<file path="config.mk">
export PLATFORM = sky130hd
export DESIGN_NAME = buffer_scheduler
export DESIGN_NICKNAME = d
export VERILOG_FILES = /design/src/rtl/buffer_scheduler.sv
export SDC_FILE = /design/constraint.sdc
export NUM_CORES = 1
export LEC_CHECK = 0
export CAP_MARGIN = 20
export CELL_PAD_IN_SITES_DETAIL_PLACEMENT = 0
export CELL_PAD_IN_SITES_GLOBAL_PLACEMENT = 1
export CORE_MARGIN = 5
export CORE_UTILIZATION = 51
export DETAILED_ROUTE_END_ITERATION = 16
export PLACE_DENSITY_LB_ADDON = 0.05
export SYNTH_ARGS = -nofsm -noshare
export SYNTH_HDL_FRONTEND = slang
export SYNTH_SLANG_ARGS = --single-unit
export TNS_END_PERCENT = 10
</file>
<file path="constraint.sdc">
create_clock -name clk -period 25 [get_ports clk]
set_clock_uncertainty 0.2 [all_clocks]
set_input_delay 7.5 -clock clk [delete_from_list [all_inputs] [get_ports clk]]
set_output_delay 7.5 -clock clk [all_outputs]
set_load 0.005 [all_outputs]
</file>
<file path="src/rtl/buffer_scheduler.sv">
// Four depth-6 FIFOs drained one entry per scheduling tick. The buffer to drain
// is chosen by occupancy under a latency/reliability mode picked from weighted scores.
module buffer_scheduler #(
  parameter int TICK_DIV = 75000000
) (
  input  logic       clk,
  input  logic       rst,
  input  logic       push_valid,
  input  logic [1:0] push_sel,
  input  logic [1:0] push_data,
  output logic       push_ready,
  output logic [1:0] disp,
  output logic       disp_valid,
  output logic       mode,
  output logic [2:0] occ1,
  output logic [2:0] occ2,
  output logic [2:0] occ3,
  output logic [2:0] occ4,
  output logic [5:0] rea_sc,
  output logic [5:0] lat_sc,
  output logic [7:0] drop_cnt
);

  localparam int                CNT_W     = $clog2(TICK_DIV);
  localparam logic [CNT_W-1:0]  TICK_LAST = CNT_W'(TICK_DIV - 1);
  localparam logic [2:0]        DEPTH     = 3'd6;

  function automatic logic [2:0] ptr_inc(input logic [2:0] p);
    return (p == 3'd5) ? 3'd0 : p + 3'd1;
  endfunction

  function automatic logic [5:0] weigh(input logic [2:0] occ, input logic [2:0] w);
    return 6'(occ) * 6'(w);
  endfunction

  logic [1:0]       mem_r    [4][6];
  logic [2:0]       occ_r    [4];
  logic [2:0]       rd_ptr_r [4];
  logic [2:0]       wr_ptr_r [4];
  logic [CNT_W-1:0] tick_cnt_r;
  logic             mode_r;
  logic             disp_valid_r;
  logic [1:0]       disp_r;
  logic [7:0]       drop_cnt_r;

  logic             tick_s;
  logic             mode_next_s;
  logic             take_s;
  logic             any_s;
  logic [2:0]       best_s;
  logic [1:0]       sel_s;
  logic [3:0]       push_acc_s;
  logic [3:0]       pop_s;
  logic [1:0]       head_s;

  assign tick_s      = (tick_cnt_r == TICK_LAST);
  assign push_ready  = (occ_r[push_sel] < DEPTH);
  assign rea_sc      = weigh(occ_r[0], 3'd1) + weigh(occ_r[1], 3'd2)
                     + weigh(occ_r[2], 3'd3) + weigh(occ_r[3], 3'd4);
  assign lat_sc      = weigh(occ_r[0], 3'd4) + weigh(occ_r[1], 3'd3)
                     + weigh(occ_r[2], 3'd2) + weigh(occ_r[3], 3'd1);
  assign mode_next_s = (rea_sc < lat_sc) ? 1'b0 : 1'b1;
  assign any_s       = (best_s != 3'd0);
  assign head_s      = mem_r[sel_s][rd_ptr_r[sel_s]];

  // Fullest buffer wins; equal occupancy goes low index in latency mode, high in reliability mode.
  always_comb begin
    best_s = 3'd0;
    sel_s  = 2'd0;
    take_s = 1'b0;
    for (int i = 0; i < 4; i++) begin
      take_s = mode_next_s ? (occ_r[i] >= best_s) : (occ_r[i] > best_s);
      best_s = take_s ? occ_r[i] : best_s;
      sel_s  = take_s ? 2'(i) : sel_s;
    end
  end

  // Per-buffer accepted push and tick pop strobes, both from pre-edge occupancy.
  always_comb begin
    push_acc_s = 4'b0000;
    pop_s      = 4'b0000;
    for (int i = 0; i < 4; i++) begin
      push_acc_s[i] = push_valid && (push_sel == 2'(i)) && (occ_r[i] < DEPTH);
      pop_s[i]      = tick_s && any_s && (sel_s == 2'(i));
    end
  end

  // Tick counter, mode, display and drop counter.
  always_ff @(posedge clk) begin
    if (rst) begin
      tick_cnt_r   <= '0;
      mode_r       <= 1'b1;
      disp_r       <= 2'b00;
      disp_valid_r <= 1'b0;
      drop_cnt_r   <= 8'd0;
    end else begin
      tick_cnt_r   <= tick_s ? '0 : tick_cnt_r + CNT_W'(1);
      disp_valid_r <= tick_s && any_s;
      if (tick_s) begin
        mode_r <= mode_next_s;
      end
      if (tick_s && any_s) begin
        disp_r <= head_s;
      end
      if (push_valid && !push_ready && (drop_cnt_r != 8'hFF)) begin
        drop_cnt_r <= drop_cnt_r + 8'd1;
      end
    end
  end

  // FIFO pointers and occupancy; a simultaneous push and pop leaves occupancy unchanged.
  always_ff @(posedge clk) begin
    if (rst) begin
      for (int i = 0; i < 4; i++) begin
        occ_r[i]    <= 3'd0;
        rd_ptr_r[i] <= 3'd0;
        wr_ptr_r[i] <= 3'd0;
      end
    end else begin
      for (int i = 0; i < 4; i++) begin
        if (push_acc_s[i]) begin
          wr_ptr_r[i] <= ptr_inc(wr_ptr_r[i]);
        end
        if (pop_s[i]) begin
          rd_ptr_r[i] <= ptr_inc(rd_ptr_r[i]);
        end
        occ_r[i] <= occ_r[i] + 3'(push_acc_s[i]) - 3'(pop_s[i]);
      end
    end
  end

  // Entry storage; contents past the occupancy window are never read, so no reset is needed.
  always_ff @(posedge clk) begin
    for (int i = 0; i < 4; i++) begin
      if (push_acc_s[i]) begin
        mem_r[i][wr_ptr_r[i]] <= push_data;
      end
    end
  end

  assign disp       = disp_r;
  assign disp_valid = disp_valid_r;
  assign mode       = mode_r;
  assign drop_cnt   = drop_cnt_r;
  assign occ1       = occ_r[0];
  assign occ2       = occ_r[1];
  assign occ3       = occ_r[2];
  assign occ4       = occ_r[3];

endmodule

</file>
==> results of run 1 <==
## critical path, stage by stage
cell             delay [ns]
clkdlybuf4s50_1        0.54
nand3_1                0.14
o31ai_1                0.09
o21ai_0                0.18
clkdlybuf4s50_1        0.53
## layer usage
layer | up-vias | global-route usage, % | wire (µm)
met5 | - | 0 | 0
met4 | 0 | 6.31 | 272
met3 | 25 | 4.55 | 642
met2 | 112 | 33.6 | 7520
met1 | 2389 | 25.2 | 6850
li1 | 2476 | - | -
## registers in the layout (all words and copies together), names as in the netlist
signal	count
occ_r	12
tick_cnt_r	27
drop_cnt	8
mem_r	48
mode	1
disp	2
rd_ptr_r	12
disp_valid	1
wr_ptr_r	12
## how the worst max path moves through the flow
stage	slack, ns	cells past startpoint	from	endpoint
final	8.32	5	push_sel[0]	push_ready
after global routing	8.26	5	push_sel[0]	push_ready
after CTS	8.32	5	push_sel[0]	push_ready
after detailed placement	8.34	5	push_sel[0]	push_ready
after global placement	8.35	5	push_sel[0]	push_ready
after floorplan	9.25	4	push_sel[0]	push_ready
## cell usage after synthesis (all sizes together), types with 4 or more instances
library cell / count
nor2: 91
edfxtp: 72
inv: 66
dfxtp: 51
ha: 51
nand2: 37
nor3: 31
xor2: 22
a21oi: 21
fa: 20
nand3: 18
o21ai: 14
xnor2: 14
mux2i: 13
a2111oi: 12
clkbuf: 12
a21o: 11
nand2b: 11
nand4: 9
or2: 8
or3: 8
and3: 7
a31oi: 6
nor2b: 6
a211o: 5
a22oi: 5
a311oi: 5
o211ai: 5
buf: 4
o21a: 4
## layout by cell type, fill, tap and decap left out, drive strengths merged, types with 6 or more instances in the layout
cell | netlist | routed
a21o | 11 | 11
nor2 | 91 | 91
xor2 | 22 | 22
nor3 | 31 | 31
clkinv | 0 | 8
nand2b | 11 | 11
a21oi | 21 | 21
edfxtp | 72 | 72
nor2b | 6 | 6
mux2i | 13 | 13
clkdlybuf4s50 | 0 | 43
or2 | 8 | 8
fa | 20 | 20
a31oi | 6 | 6
o21ai | 14 | 14
dfxtp | 51 | 51
and3 | 7 | 7
xnor2 | 14 | 14
nand2 | 37 | 37
ha | 51 | 51
or3 | 8 | 8
a2111oi | 12 | 12
inv | 66 | 69
nand4 | 9 | 9
nand3 | 18 | 18
clkbuf | 12 | 17
## cell type report
type | instances | area, µm²
timing repair buffer | 44 | 438
fill | 1153 | 5190
clock inverter | 15 | 149
tap | 176 | 220
sequential | 123 | 3180
clock buffer | 17 | 425
inverter | 66 | 248
multi-input combinational | 465 | 3490
## through the flow
step           std cells  setup WS [ns]
2_1_floorplan        670           9.25
3_3_place_gp         874           8.35
3_5_place_dp         874           8.34
4_1_cts              906           8.32
5_1_grt              906           8.26
6_report             906           8.32
## power breakdown
group / total (W) / switching (W) / leakage (nW) / internal [W]
Sequential: 0.000222 / 0.00000446 / 1.10 / 0.000218
Combinational: 0.000199 / 0.000129 / 1.73 / 0.0000700
Clock: 0.000237 / 0.0000903 / 0.277 / 0.000146
Total: 0.000658 / 0.000224 / 3.11 / 0.000434
## cells by family after synthesis
kind of cell	Yosys count
xor gates and xnor gates	36
muxes	16
DFF	123
buffers and inverters	82
and+or+nand+nor	239
AOI/OAI and AO/OA	103
adders and majority gates	71
==> summary.md, run 1 <==
| Metric | Value |
|---|---|
| Status | `completed` |
| Clk Latency, worst-skew pair | `0.42 ns` |
| TritonRoute pass-1 iters | `4` |
| Initial DRC count | `307` |
| Grt ovf | `0` |
| Final Hold Viols | `0` |
| Initial Utilization | `52.4%` |
| Core Util, Final | `61.1%` |
| Setup bufs post-CTS | `0` |
| Tot Pwr | `0.000658 W` |
| Critical path peak fanout | `8` |
| Max capacitance violation total | `0` |
| Final setup viols | `0` |
| Clock Path Buffers | `2` |
| CP endpoint kind | `output pin` |
| Hold/Removal Path Class | `register to register` |
| Number of synthesized flops with an enable pin | `72` |
| Rows | `42` |
| Area grow syn2layout | `16.5%` |
| Reg2reg setup slack | `15.01 ns` |
| Slew HR | `33.6%` |
| Post-synth net total | `748` |
| Crit Path Class | `primary input to output pin` |
| CTS tree | `done` |
| Ports | `44` |
| Post-Syn Area per Cell | `10.4 µm²` |
| Core ar. | `13300 µm²` |
| H-tree depth | `4` |
| Worst r2r src | `occ_r[1][1]$_SDFF_PP0_` |
| Yosys reg bits | `123` |
| Fraction of layout instances using a drive strength above 1 | `7.81%` |
| Worst EP arrival | `8.98 ns` |
| Slew @ Worst Pin | `0.996 ns` |
| Die footprint | `16200 µm²` |
| Largest net degree at the start of global routing | `42` |
| Yosys cell types | `59` |
| Hold slack | `0.259 ns` |
| Area leader, netlist | `edfxtp_1` |
| Compound-gate portion of the synthesized area | `11.9%` |
| TritonCTS buffer count | `17` |
| Clock Sinks | `123` |
| Post-synth top area share | `30.9%` |
| Syn Inst Count | `670` |
| Critical path data required time | `17.30 ns` |
| Die Wd | `127 µm` |
| Synth Area in Simple Gates | `16.2%` |
| Clock root buffer | `clkbuf_16` |
| Static Leak | `3.11 nW` |
| Drt drc | `0` |
| Tcrit/Tclk final | `66.7%` |
| FFs w/ async S/R, synth | `0%` |
| Via/cell ratio | `5.52` |
| RSZ-0062 raised after global routing | `false` |
| Hold Path Depth | `1` |
| Port Buffers | `43` |
| First-pass GRT wire length | `25400 µm` |
| Reg2Reg Capture Point | `occ_r[0][2]$_SDFF_PP0_` |
| Post-synthesis mux area share | `2.34%` |
| Most common flop cell mapped by yosys | `edfxtp_1` |
| Power per Cell Area | `80.7 nW/µm²` |
| Setup TNS | `0 ns` |
| Routed WL | `15300 µm` |
| Largest family of logic cells by synthesized area | `simple AND/OR/NAND/NOR gates` |
| Total number of vias | `5002` |
| Worst r2r path cells | `36` |
| Post-Layout Inst Area | `8160 µm²` |
| Synth Area in XOR/XNOR | `4.50%` |
| Critical path launch point type | `primary input` |
| Max-slew violation count | `0` |
| DRT antenna net count | `0` |
| Hold-fix buffers at CTS | `0` |
| Synth top area cells | `edfxtp_1 31%, dfxtp_1 15%, ha_1 9.1%` |
| RD Place Congestion | `0.822` |
| Synth Area in Adders | `14.8%` |
| Seq/Total Area, Yosys | `45.5%` |
| Worst Hold End | `tick_cnt_r[0]$_SDFF_PP0_` |
| DP Wirelength | `11500 µm` |
| Synth Warn # | `0` |
| DR WL/cell | `16.9 µm` |
| Ant diodes | `0` |
| Cell Area, Placed | `7580 µm²` |
| Mapped cell area | `7000 µm²` |
| Maximum resistive drop on vdd | `40.9 µV` |
| Hold path start | `tick_cnt_r[0]$_SDFF_PP0_` |
| Fin nets | `795` |
| All-Layer GR Usage | `19.8%` |
| Number of global-route vias before repair | `5057` |
| Die height | `127 µm` |
| Achievable Freq | `60.0 MHz` |
| Clk pin slew, worst setup/hold paths | `0.06 ns` |
| Post-layout min period | `16.68 ns` |
| Number of gates resized after CTS | `0` |
| Initial antenna violation count | `0` |
Note: power is estimated with default switching activity, not from simulation.
==> inputs of run 2 (changes only) <==
--- a/config.mk
+++ b/config.mk
@@ -9,7 +9,7 @@
 export CELL_PAD_IN_SITES_DETAIL_PLACEMENT = 0
 export CELL_PAD_IN_SITES_GLOBAL_PLACEMENT = 1
 export CORE_MARGIN = 5
-export CORE_UTILIZATION = 51
+export CORE_UTILIZATION = 48
 export DETAILED_ROUTE_END_ITERATION = 16
 export PLACE_DENSITY_LB_ADDON = 0.05
 export SYNTH_ARGS = -nofsm -noshare
==> constraint.sdc (replaced) <==
create_clock -name clk -period 16.25 [get_ports clk]
set_clock_uncertainty 0.2 [all_clocks]
set_input_delay 4.875 -clock clk [delete_from_list [all_inputs] [get_ports clk]]
set_output_delay 4.875 -clock clk [all_outputs]
set_load 0.005 [all_outputs]
==> run 2 against run 1 <==
Net effect:
- critical path depth unchanged
- hold slack worse by 0.0048 ns
- critical path type unchanged
- largest power group unchanged
- register-to-register slack worse by 8.7 ns
==> summary.md, run 2 (synthesized netlist as in run 1, its figures left out) <==
| Metric | Value |
|---|---|
| Status | `completed` |
| H-tree depth | `4` |
| Logic pwr share | `29.7%` |
| Max capacitance violation total | `0` |
| Critical path data required time | `11.17 ns` |
| Slew @ Worst Pin | `0.990 ns` |
| TritonCTS buffer count | `17` |
| Crit Path Class | `primary input to output pin` |
| Maximum resistive drop on vdd | `83.4 µV` |
| Commonest non-fill, non-tap cell in the layout | `nor2_1` |
| Slew HR | `33.8%` |
| Clock root buffer | `clkbuf_16` |
| Critical path peak fanout | `8` |
| Clock Path Buffers | `2` |
| Clock Sinks | `123` |
| P_sw | `0.000337 W` |
| Largest net degree at the start of global routing | `42` |
| Via/cell ratio | `5.38` |
| Drt drc | `0` |
| Initial DRC count | `219` |
| DRT antenna net count | `0` |
| Die Wd | `131 µm` |
| Power per Cell Area | `125 nW/µm²` |
| Hold-fix buffers at CTS | `0` |
| Core ar. | `14400 µm²` |
| First-pass GRT wire length | `24700 µm` |
| Setup bufs post-CTS | `0` |
| Clk pin slew, worst setup/hold paths | `0.05 ns` |
| RSZ-0062 raised after global routing | `false` |
| CTS tree | `done` |
| Hold/Removal Path Class | `register to register` |
| Total number of vias | `4917` |
| Port Buffers | `43` |
| Final setup viols | `0` |
| Ports | `44` |
| Static Leak | `3.12 nW` |
| Max reg flops | `48` |
| DR WL/cell | `16.5 µm` |
| Fraction of layout instances using a drive strength above 1 | `7.67%` |
| Die footprint | `17100 µm²` |
| Sequential share of power | `33.6%` |
| DP Wirelength | `11200 µm` |
| Fin nets | `795` |
| Switching fraction of total power | `33.0%` |
| Clk pwr share | `36.8%` |
| Routed WL | `15100 µm` |
| Worst EP arrival | `6.34 ns` |
| Number of global-route vias before repair | `4904` |
| All-Layer GR Usage | `18.9%` |
| Die height | `131 µm` |
| Ant diodes | `0` |
| RD Place Congestion | `0.843` |
| Tcrit/Tclk final | `70.2%` |
| Achievable Freq | `87.6 MHz` |
| Critical path launch point type | `primary input` |
| Initial Utilization | `48.5%` |
| Clk Latency, worst-skew pair | `0.41 ns` |
| Post-layout min period | `11.41 ns` |
| CP endpoint kind | `output pin` |
| Grt ovf | `0` |
| TritonRoute pass-1 iters | `4` |
| Int Pwr | `0.000683 W` |
| Max-slew violation count | `0` |
| Number of gates resized after CTS | `0` |
| Rows | `44` |
| Final Hold Viols | `0` |
| Setup TNS | `0 ns` |
| Initial antenna violation count | `0` |
| Most frequent cells in the layout | `90 x nor2_1, 72 x edfxtp_1, 66 x inv_1, 51 x ha_1, 51 x dfxtp_1` |
| Hold slack | `0.254 ns` |
| Area grow syn2layout | `16.8%` |
run 2: final cells by class:
type	count	area [µm²]
Multi-Input combinational cell	465	3490
Timing Repair Buffer	44	438
Clock inverter	12	148
Clock buffer	20	437
Sequential cell	123	3180
Tap cell	184	230
Inverter	66	248
Fill cell	1245	6250
run 2: final timing paths:
check                                               from  cells past startpoint                  endpoint  slack, ns
worst max-delay path                         push_sel[0]                      5                push_ready       4.84
worst max register to register    occ_r[1][1]$_SDFF_PP0_                     36    occ_r[0][2]$_SDFF_PP0_       6.30
worst min-delay path            tick_cnt_r[0]$_SDFF_PP0_                      1  tick_cnt_r[0]$_SDFF_PP0_       0.25
worst min register to register  tick_cnt_r[0]$_SDFF_PP0_                      1  tick_cnt_r[0]$_SDFF_PP0_       0.25
run 2: power groups by stage:
| stage | Combinational, W | Sequential (W) | Clock (W) |
|---|---|---|---|
| after floorplan | 0.000228 | 0.000347 | 0 |
| after global placement | 0.000293 | 0.000348 | 0 |
| after detailed placement | 0.000299 | 0.000349 | 0 |
| after CTS | 0.000301 | 0.000342 | 0.000382 |
| after global routing | 0.000334 | 0.000343 | 0.000396 |
| final | 0.000303 | 0.000342 | 0.000375 |
run 2: routing by layer:
layer	track usage, %	part of all wire [%]
met4	7.92	2.9
met1	23.3	44
met5	0	0
met3	4.23	4.3
met2	32.0	49
run 2: worst max-delay path: stages:
cell and delay (ns):
clkdlybuf4s50_1 0.61, nand3_1 0.12, o211ai_1 0.15, o21ai_0 0.12
clkdlybuf4s50_1 0.45
run 2: metrics by stage:
stage | area [µm²] | worst slack (ns) | instances | total power (W) | utilization, %
6_report | 8180 | 4.84 | 914 | 0.00102 | 56.7
5_1_grt | 8180 | 4.75 | 914 | 0.00107 | 56.7
4_1_cts | 8180 | 4.83 | 914 | 0.00103 | 56.7
3_5_place_dp | 7590 | 4.84 | 882 | 0.000648 | 52.6
2_1_floorplan | 7000 | 5.75 | 670 | 0.000575 | -
3_3_place_gp | 7590 | 4.88 | 882 | 0.000641 | 52.6
==> inputs of run 3 (changes only) <==
--- a/config.mk
+++ b/config.mk
@@ -9,7 +9,7 @@
 export CELL_PAD_IN_SITES_DETAIL_PLACEMENT = 0
 export CELL_PAD_IN_SITES_GLOBAL_PLACEMENT = 1
 export CORE_MARGIN = 5
-export CORE_UTILIZATION = 48
+export CORE_UTILIZATION = 43
 export DETAILED_ROUTE_END_ITERATION = 16
 export PLACE_DENSITY_LB_ADDON = 0.05
 export SYNTH_ARGS = -nofsm -noshare
==> constraint.sdc (replaced) <==
create_clock -name clk -period 9.81 [get_ports clk]
set_clock_uncertainty 0.2 [all_clocks]
set_input_delay 2.943 -clock clk [delete_from_list [all_inputs] [get_ports clk]]
set_output_delay 2.943 -clock clk [all_outputs]
set_load 0.005 [all_outputs]
==> run 3 against run 2 <==
Net effect:
- core utilization fell by 4.5 points
- hold slack improved by 0.010 ns
- total power is 74% higher
- sequential power is 66% higher
- final cell count increased by 4.0%
- critical path type is now register to register
==> summary.md, run 3 (synthesized netlist as in run 1, its figures left out) <==
| Metric | Value |
|---|---|
| CP peak stage delay | `0.51 ns` |
| Number of global-route vias before repair | `5166` |
| Slowest cell on crit path | `dfxtp_1` |
| Most Crowded Layer GR | `met2` |
| Buf/Inv on CP | `6` |
| Power per Cell Area | `214 nW/µm²` |
| TritonRoute pass-1 iters | `4` |
| Initial Utilization | `43.9%` |
| Grt ovf | `0` |
| Initial DRC count | `258` |
| Setup TNS | `0 ns` |
| H-tree depth | `4` |
| Core Util, Final | `52.2%` |
| Rows | `46` |
| Ports | `44` |
| First-pass GRT wire length | `26400 µm` |
| DP Wirelength | `12600 µm` |
| Static Leak | `3.18 nW` |
| Clock Path Buffers | `2` |
| Setup slack after layout | `0.741 ns` |
| Critical path launch point type | `register` |
| Routed WL | `16300 µm` |
| P_sw | `0.000578 W` |
| Final Hold Viols | `0` |
| Place WS | `0.579 ns` |
| Maximum resistive drop on vdd | `118 µV` |
| Largest net degree at the start of global routing | `34` |
| Slew HR | `33.6%` |
| Placed Cells incl. Taps | `919` |
| Int Pwr | `0.00120 W` |
| Via/cell ratio | `5.30` |
| Crit Path Class | `register to register` |
| Worst EP arrival | `9.16 ns` |
| Max capacitance violation total | `0` |
| Switching fraction of total power | `32.5%` |
| Clk Latency, worst-skew pair | `0.41 ns` |
| Fraction of layout instances using a drive strength above 1 | `9.12%` |
| DR WL/cell | `17.1 µm` |
| TritonCTS buffer count | `17` |
| Core ar. | `15900 µm²` |
| Tcrit/Tclk final | `92.4%` |
| Max-slew violation count | `0` |
| Non-filler instance count after layout | `951` |
| Final setup viols | `0` |
| CTS tree | `done` |
| Logic pwr share | `29.8%` |
| DRT antenna net count | `0` |
| Die height | `138 µm` |
| Sequential share of power | `31.9%` |
| Initial antenna violation count | `0` |
| Critical path data required time | `9.90 ns` |
| Clk pwr share | `38.3%` |
| Ant diodes | `0` |
| Drt drc | `0` |
| CP endpoint kind | `register` |
| Clock root buffer | `clkbuf_16` |
| Area grow syn2layout | `18.9%` |
| Total number of vias | `5036` |
| Status | `completed` |
| Setup bufs post-CTS | `0` |
| Hold/Removal Path Class | `register to register` |
| Clk pin slew, worst setup/hold paths | `0.06 ns` |
| Most frequent cells in the layout | `90 x nor2_1, 72 x edfxtp_1, 66 x inv_1, 51 x ha_1, 50 x dfxtp_1` |
| Slew @ Worst Pin | `0.994 ns` |
| Clock Sinks | `123` |
| All-Layer GR Usage | `18.4%` |
| M2 GR Usage | `32.1%` |
| Critical path's top delay family | `adder cells` |
| Met1 GRT Util | `21.8%` |
| Die footprint | `18900 µm²` |
| RD Place Congestion | `0.814` |
| Achievable Freq | `110 MHz` |
| Hold-fix buffers at CTS | `0` |
| Post-layout min period | `9.07 ns` |
| Port Buffers | `43` |
| RSZ-0062 raised after global routing | `false` |
| Die Wd | `138 µm` |
| Commonest non-fill, non-tap cell in the layout | `nor2_1` |
| Critical path peak fanout | `10` |
| Fin nets | `800` |
| Met3 Track Usage GR | `4.09%` |
| Max reg flops | `48` |
==> run 3: cell types whose count changed in the layout (fill, tap and decap cells not counted), moves of 2 or more <==
cell      delta
inv_4        +3
clkinv_2     -2
clkbuf_1     -3
buf_4        +5
==> run 3: area by class of cell <==
class                           count  area, µm²
Sequential cell                   123       3180
Clock buffer                       19        464
Clock inverter                     13        184
Multi-Input combinational cell    465       3490
Fill cell                        1463       7620
Tap cell                          216        270
Inverter                           66        248
Timing Repair Buffer               49        475
==> run 3: worst register-to-register path, delay by kind of cell, from the launching register on <==
| kind | cells | cell delay [ns] |
|---|---|---|
| XOR/XNOR | 2 | 0.34 |
| AND/OR/NAND/NOR | 9 | 1.92 |
| buffers and inverters | 6 | 0.40 |
| adder cells (fa/ha/maj) | 11 | 3.55 |
| flip-flops | 1 | 0.51 |
| AO/OA/AOI/OAI | 8 | 1.65 |
| multiplexers | 1 | 0.38 |
==> run 3: per-layer routing <==
| metal | vias to the layer above | wire length, µm |
|---|---|---|
| met1 | 2427 | 6970 |
| met3 | 33 | 625 |
| met5 | - | 0 |
| met4 | 0 | 496 |
| met2 | 94 | 8180 |
| li1 | 2482 | - |
==> run 3: power groups by stage <==
stage / Clock (W) / Sequential (W) / Combinational, W
floorplan: 0 / 0.000574 / 0.000378
global placement: 0 / 0.000577 / 0.000511
detailed placement: 0 / 0.000578 / 0.000521
CTS: 0.000696 / 0.000567 / 0.000524
global route: 0.000717 / 0.000568 / 0.000579
finish: 0.000680 / 0.000567 / 0.000529
==> run 3: worst paths after layout <==
path                            start                  endpoint  slack (ns)  cells past startpoint
max            occ_r[1][2]$_SDFF_PP0_    occ_r[0][2]$_SDFF_PP0_        0.74                     37
min          tick_cnt_r[0]$_SDFF_PP0_  tick_cnt_r[0]$_SDFF_PP0_        0.26                      1
max reg2reg    occ_r[1][2]$_SDFF_PP0_    occ_r[0][2]$_SDFF_PP0_        0.74                     37
min reg2reg  tick_cnt_r[0]$_SDFF_PP0_  tick_cnt_r[0]$_SDFF_PP0_        0.26                      1
==> run 3: timing repair <==
item                                    CTS  global route
gates resized for setup                   0             2
endpoints found under the setup margin    0             7
hold endpoints to repair                  0             0
==> run 3: metrics by stage <==
step / power (W) / cell area [µm²] / hold slack (ns)
finish: 0.00178 / 8320 / 0.264
global route: 0.00186 / 8320 / 0.280
CTS: 0.00179 / 8320 / 0.267
detailed placement: 0.00110 / 7670 / 0.254
global placement: 0.00109 / 7670 / 0.245
floorplan: 0.000952 / 7000 / 0.226
==> variant (settings of run 2) <==
Put one more register stage on the output `drop_cnt`, cleared by the reset. The value now appears one clock later. The other outputs are not delayed to match.
--- a/src/rtl/buffer_scheduler.sv
+++ b/src/rtl/buffer_scheduler.sv
@@ -143,3 +143,9 @@
   assign mode       = mode_r;
-  assign drop_cnt   = drop_cnt_r;
+  always_ff @(posedge clk) begin
+    if (rst) begin
+      drop_cnt <= '0;
+    end else begin
+      drop_cnt <= drop_cnt_r;
+    end
+  end
   assign occ1       = occ_r[0];
Check against the original RTL: not equivalent (Yosys sat finds a counterexample within 10 cycles, from zero or initial values and one cycle with rst high).
==> variant against run 2 <==
- via count grew 6.0%
- total power grew 9.6%
- design area grew 2.7%
- synthesized area is 2.8% higher
- global-route usage barely moved
- critical path depth stayed put
- setup slack lost 0.16 ns
- first-iteration DRC count grew 37%
- sequential cell count grew 8
- wire length up 4.8%
- count of clock-buffer cells in the layout increased by 1
- sequential power grew 6.1%
- core utilization grew 0.63 points
==> variant: results (changes against run 2) <==
* Status: complete, no violations
* Metal3 WL at 447 um (-32%)
* Register area at 3340 um^2 (+5.0%)
* Routability cong. at 0.855 (+1.4%)
* LEAKAGE at 3.34 nW (+6.9%)
* Crit-path max FO at 8 (unchanged)
* DP Worst Slack at 4.68 ns (-0.158 ns)
* Most common library cells after synthesis: nor2_1 (87), edfxtp_1 (72), inv_1 (64)
* GRT Overall Usage at 18.9% (-0.025 points)
* Post-Route M1 WL at 7790 um (+17%)
* Drt pass-1 iters at 5 (+1)
* Drt initial violations at 299 (+37%)
* Peak VDD IR at 0.0742 mV (-11%)
* Postcts setup bufs at 0 (unchanged)
* Layout cells sized above 1 at 7.33% (-0.34 points)
* Largest net degree at the start of global routing at 51 (+21%)
* GR Util met2 at 29.7% (-2.3 points)
* CP Data Arrival Time at 6.49 ns (+0.15 ns)
* NonClk Buf Share at 5.25% (-0.11 points)
* Hpwl dp at 11800 um (+5.5%)
* I/O Buffers at 43 (unchanged)
* Grt met1 use at 26.0% (+2.7 points)
* Max clock buf depth at 2 (unchanged)
* Worst-margin pin slew at 1.04 ns (+0.0548 ns)
* Clk cell area share at 6.90% (-0.25 points)
* Fill cell count at 1304 (+4.7%)
* Top post-synthesis cells by area: edfxtp_1 (30%), dfxtp_1 (16%), ha_1 (9.0%)
* R2R Path End: occ_r[0][2]$_SDFF_PP0_
* Net Count, Synth at 781 (+4.4%)
* Post-synthesis sequential area ratio at 46.5% (+0.99 points)
* CLK BUF at 21 (+5.0%)
* WL/cell at 16.7 um (+1.0%)
* Final #Nets at 830 (+4.4%)
* #MultiIn Comb at 492 (+5.8%)
* Vias in the first global route at 5225 (+6.5%)
* Non-clock buffer count at 45 (+2.3%)
* First-pass GRT wire length at 26600 um (+7.7%)
* FF-to-FF setup slack at 6.48 ns (+0.18 ns)
* Non-clock inverter count in the final layout at 64 (-3.0%)
* Metal2 WL at 7290 um (-0.57%)
* FF+latch count, synth at 131 (+6.5%)
* R2R depth at 39 (+8.3%)
* TritonCTS buffer count at 17 (unchanged)
* Routed vias/inst at 5.50 (+2.2%)
* Multi-input combinational area share at 42.4% (-0.30 points)
* Grt met3 use at 3.91% (-0.32 points)
* Synth unique cells at 60 (+1.7%)
==> variant: power by group <==
group | internal, mW | leakage [nW] | switching [mW]
sequential | 0.356 | 1.15 | 0.00766
clock | 0.229 | 0.296 | 0.142
combinational | 0.144 | 1.89 | 0.240
total | 0.729 | 3.34 | 0.389
==> variant: through the flow <==
stage / instance area [um^2] / hold slack, ns / utilization, % / instances
4_1_cts: 8390 / 0.265 / 57.3 / 948
6_report: 8390 / 0.259 / 57.3 / 948
3_5_place_dp: 7810 / 0.252 / 53.4 / 916
5_1_grt: 8390 / 0.304 / 57.3 / 948
2_1_floorplan: 7190 / 0.230 / - / 702
3_3_place_gp: 7810 / 0.240 / 53.4 / 916
==> variant: how the worst max path moves through the flow <==
stage / start / to / slack, ns / cells after the start
floorplan: push_sel[0] / push_ready / 5.77 / 4
global placement: push_sel[0] / push_ready / 4.70 / 5
detailed placement: push_sel[0] / push_ready / 4.68 / 5
CTS: push_sel[0] / push_ready / 4.66 / 5
global route: push_sel[0] / push_ready / 4.53 / 5
finish: push_sel[0] / push_ready / 4.68 / 5
==> variant: cells by family (layout without fill, tap and decap cells) <==
family                   count (synthesis)  count (layout)  synth area share, %
AND/OR/NAND/NOR                        273             273                 18.2
XOR/XNOR                                32              32                 3.90
adder cells (fa/ha/maj)                 72              72                 14.6
flip-flops                             131             131                 46.5
AO/OA/AOI/OAI                          101             101                 10.5
multiplexers                            14              14                 2.17
buffers and inverters                   79             141                 4.14
==> variant: critical path, cell delays in order <==
cell,delay [ns]
clkdlybuf4s50_1,0.54
nand3_1,0.14
o31ai_1,0.07
o21ai_0,0.29
clkdlybuf4s50_1,0.57
